**config.mk**
```make
export PLATFORM = sky130hd
export DESIGN_NAME = masked_state_sequencer
export DESIGN_NICKNAME = d
export VERILOG_FILES = /design/src/rtl/masked_state_sequencer.sv
export SDC_FILE = /design/constraint.sdc
export NUM_CORES = 1
export LEC_CHECK = 0
export CAP_MARGIN = 20
export CORE_AREA = 8 8 220 222
export CTS_CLUSTER_SIZE = 25
export DETAILED_ROUTE_END_ITERATION = 12
export DIE_AREA = 0 0 228 230
export PLACE_DENSITY = 0.61
export SYNTH_ARGS = -nofsm -noshare
export SYNTH_HDL_FRONTEND = slang
export SYNTH_SLANG_ARGS = --single-unit
```
**constraint.sdc**
```tcl
create_clock -name clk -period 1.8 [get_ports clk]
set_input_delay 0.18 -clock clk [delete_from_list [all_inputs] [get_ports clk]]
set_output_delay 0.18 -clock clk [all_outputs]
set_load 0.02 [all_outputs]
```
**src/rtl/masked_state_sequencer.sv**
```systemverilog
// Share-separated state register with a built-in round sequencer for masked
// round-based ciphers: loads D0 once, then D1 for ROUNDS unstalled cycles.
module masked_state_sequencer #(
    parameter int WIDTH  = 64,
    parameter int SHARES = 3,
    parameter int ROUNDS = 31,
    localparam int RW    = $clog2(ROUNDS + 1)
) (
    input  logic                      clk,
    input  logic                      rst,
    input  logic                      start,
    input  logic                      stall,
    input  logic [SHARES*WIDTH-1:0]   D0,
    input  logic [SHARES*WIDTH-1:0]   D1,
    output logic [SHARES*WIDTH-1:0]   Q,
    output logic                      sel,
    output logic                      last,
    output logic [RW-1:0]             round,
    output logic                      busy,
    output logic                      done
);

    // Control handshake: start is accepted only when not busy (IDLE or DONE);
    // busy covers every RUN cycle, done pulses for one cycle after the final
    // D1 load, and the two are never high together.
    typedef enum logic [1:0] {
        IDLE = 2'd0,
        RUN  = 2'd1,
        DONE = 2'd2
    } state_t;

    localparam logic [RW-1:0] LAST_ROUND = RW'(ROUNDS - 1);

    state_t          state;
    logic [RW-1:0]   round_q;
    logic            load_d0;
    logic            load_d1;
    logic            final_load;

    always_comb begin
        load_d0    = 1'b0;
        load_d1    = 1'b0;
        final_load = 1'b0;
        if (state == IDLE || state == DONE) begin
            load_d0 = start;
        end
        if (state == RUN && !stall) begin
            load_d1    = 1'b1;
            final_load = (round_q == LAST_ROUND);
        end
    end

    always_ff @(posedge clk) begin
        if (rst) begin
            state   <= IDLE;
            round_q <= '0;
        end else begin
            case (state)
                IDLE: begin
                    if (start) begin
                        state   <= RUN;
                        round_q <= '0;
                    end
                end
                RUN: begin
                    if (!stall) begin
                        round_q <= round_q + RW'(1);
                        if (final_load) begin
                            state <= DONE;
                        end
                    end
                end
                DONE: begin
                    if (start) begin
                        state   <= RUN;
                        round_q <= '0;
                    end else begin
                        state <= IDLE;
                    end
                end
                default: begin
                    state   <= IDLE;
                    round_q <= '0;
                end
            endcase
        end
    end

    // Each share owns an independent register slice; the two load strobes are
    // the only signals shared across shares, so no data bits ever mix.
    for (genvar i = 0; i < SHARES; i++) begin : g_share
        logic [WIDTH-1:0] share_q;

        always_ff @(posedge clk) begin
            if (rst) begin
                share_q <= '0;
            end else if (load_d0) begin
                share_q <= D0[i*WIDTH +: WIDTH];
            end else if (load_d1) begin
                share_q <= D1[i*WIDTH +: WIDTH];
            end
        end

        assign Q[i*WIDTH +: WIDTH] = share_q;
    end

    assign sel   = load_d1;
    assign last  = final_load;
    assign busy  = (state == RUN);
    assign done  = (state == DONE);
    assign round = round_q;

endmodule

```
==> results.yml, run 1 <==
worst_setup_path:
  rr_endpoint: "g_share[2].share_q[21]"
  path_class: "reg2out"
  crit_buf_inv: 2
  cp.arrival_ps: 1580
  path_delay_family: "flip-flops"
  worstPathMaxFanout: 4
  rrSetupSlack_ps: 110
  start_kind: "flop"
  path_cells: "inv_1, ha_1, nand4_1, nor2_1, buf_4"
  r2r_cells: 6
  cp.depth: 5
  crit_required_ps: 1620
  endpoint_kind: "output pin"
  max_stage_delay_ps: 340
  reg2reg_from: "state[0]"
  cp_slowest_cell: "dfxtp_1"
yosys:
  yosysUniqueCellTypes: 23
  ys_seq_area_share_pct: 44.96
  synth-edff-count: 0
  yosysMostFrequentCell: "nand2_1"
  netlist_area_um2: 8861
  synth_fp_nets: 1523
  yosysTopAreaCell: "dfxtp_1"
  synthTopCellsByArea: "dfxtp_1 45%, a311oi_1 19%, nand2_1 16%"
  syn_avg_cell_area_um2: 7.821
  ys_ff_latch: 199
  yosysTopAreaCellShare_pct: 44.96
  synthArstFlopShare_pct: 0
  synth_cells: 1133
  ys_top_cells_by_count: "386 x nand2_1, 199 x dfxtp_1, 194 x nor3_1"
  ys_warn_count: 0
  yosys_most_used_dff: "dfxtp_1"
global_routing:
  grt_pass1_vias: 11300
  grt_overflow: 0
  antenna_found_initial: 1
  track_usage_pct: 17.22
  grt_start_max_net_pins: 49
  grt_pass1_wl_mm: 70.59
place:
  io_buffers: 588
  place_congestion: 0.8739
  dp_cells: 2301
  dp_hpwl_mm: 37.17
power_and_ir_drop:
  p_total_w: 0.01352
  peakVddDrop_uv: 425.1
  powerDensity_nw_per_um2: 806.2
  power_leakage_nw: 6.312
floorplan:
  initial_core_util_pct: 19.74
  fp.dieH_um: 230
  row_count: 78
  die_x_um: 228
  die-area_um2: 52440
  io_pins: 589
  coreArea_um2: 44890
timing:
  fin_skew_ps: 10.20
  worst_slew_pin_slew_ps: 525.5
  maxSlewHeadroom_pct: 64.97
  hold_viol: 0
  report.final.slew_viol_count: 0
  finalSetupTns_ps: 0
  fin_crit_sh_pct: 97.54
  max_freq_mhz: 569.6
  period_minus_slack_ps: 1756
  setup_violations: 0
worst_hold_path:
  hp-class: "in2reg"
  hp-start: "rst"
  hold_depth: 2
  min_to: "state[0]"
clock_tree:
  insertion_delay_ps: 490
  h-tree-depth: 4
  clock-sinks: 199
  path_clk_slew_ps: 70
  cts_buffer_depth: 2
  numCtsBuffers: 17
  cts_tree: "done"
  hold_buffers: 0
  cts_root_buf: "clkbuf_16"
layout:
  area_delta_synth_final_pct: 89.30
  multi_input_area_um2: 4327
  diodes: 0
  layout-drive-gt1-share_pct: 8.824
  layout.nets: 2111
  nFillCells: 4599
  utilization_pct: 37.36
  fin_cells: 2334
  seq_area_um2: 3985
route:
  routed_wl_mm: 47.15
  drcViolationCount: 0
  via_per_inst: 4.754
  firstDrtPassIters: 6
  drtAntennaViolNets: 0
  vias: 11100
  drt_iter0_markers: 662
  wl_per_cell_um: 20.20
flow_run:
  max-cap-violations: 0
status:
  status: "complete, no violations"
## cells in the final DEF (no fill, tap or decap), types with 2 or more instances in the layout
cell type | Yosys | final
o31ai_1 | 2 | 2
a311oi_1 | 192 | 192
dfxtp_1 | 199 | 198
clkinv_2 | 0 | 3
nor2b_1 | 3 | 2
ha_1 | 2 | 2
clkinvlp_4 | 0 | 3
dlygate4sd2_1 | 0 | 12
buf_4 | 1 | 79
inv_6 | 0 | 2
inv_1 | 2 | 2
a21oi_1 | 6 | 6
clkdlybuf4s50_1 | 0 | 569
o21ai_0 | 4 | 4
nor2_1 | 2 | 2
nor3_1 | 194 | 194
buf_6 | 0 | 2
nand2b_4 | 0 | 2
nand2_1 | 386 | 386
clkbuf_8 | 0 | 4
clkbuf_16 | 0 | 17
buf_12 | 0 | 34
or4_1 | 2 | 2
## through the flow
| stage | worst slack [ps] | hold slack [ps] | cell area, um^2 |
|---|---|---|---|
| after detailed placement | -158.7 | 514.6 | 16200 |
| final | 44.34 | 135.1 | 16770 |
| after floorplan | 271.8 | 344.7 | 8861 |
| after global placement | -89.14 | 495.8 | 16200 |
| after global routing | -51.49 | 115.8 | 16770 |
| after CTS | 2.449 | 92.74 | 16760 |
## layer usage
layer,GRT usage [%],wire (um),share of wire (%),vias to the layer above
met4,6.838,1465,3.1,0
met5,0,0,0,-
li1,-,-,-,5287
met2,29.31,22750,48,565
met3,6.402,4354,9.2,59
met1,19.34,18590,39,5184
## worst reg2reg max path, cell delays in order (launching register included)
cell and delay [ps]:
dfxtp_1 340, buf_4 170, nor2b_4 180, buf_12 240, buf_4 300, nand2_1 80, a311oi_1 290
## worst max-delay path by stage
stage,to,start
2_1_floorplan,last,state[0]
3_3_place_gp,last,stall
3_5_place_dp,last,stall
4_1_cts,last,round[0]
5_1_grt,round[3],round[3]
6_report,last,round[0]
## cells by family after synthesis
kind of cell | synth area share, %
buf+inv | 6.467
compound gates | 19.80
simple gates | 28.49
flops | 44.96
fa+ha+maj | 0.2824
## sequential cells by signal, indices dropped and copies added (netlist names)
| signal | count |
|---|---|
| g_share.share_q | 192 |
| round | 5 |
| state | 2 |
## power breakdown
group | internal, W | leakage [nW] | switching (W)
sequential | 0.00486 | 1.65 | 0.000264
combinational | 0.00232 | 4.38 | 0.00215
clock | 0.00206 | 0.279 | 0.00187
## repair_timing
action                                  in CTS  in global routing
hold endpoints to repair                     0                  0
gates resized for setup                     20                  6
buffers inserted                             0                  1
pin swaps                                    1                  1
endpoints found under the setup margin      15                  4
## layout make-up
type / instances / area share, %
sequential: 199 / 23.76
clock buffer: 22 / 2.887
timing repair buffer: 699 / 42.48
clock inverter: 10 / 0.5595
inverter: 2 / 0.04476
multi-input combinational: 802 / 25.79
tap: 600 / 4.476
No activity file was read; power rests on OpenSTA's default activity.
==> inputs of run 2 (changes only) <==
CAP_MARGIN = 0   (was 20)
==> results of run 2 <==
Same layout as run 1: the final DEF is identical, and so are final timing and power.
==> inputs of run 3 (changes only) <==
SLEW_MARGIN = 20   (was not set)
==> results of run 3 <==
Same layout as run 1: the final DEF is identical, and so are final timing and power.
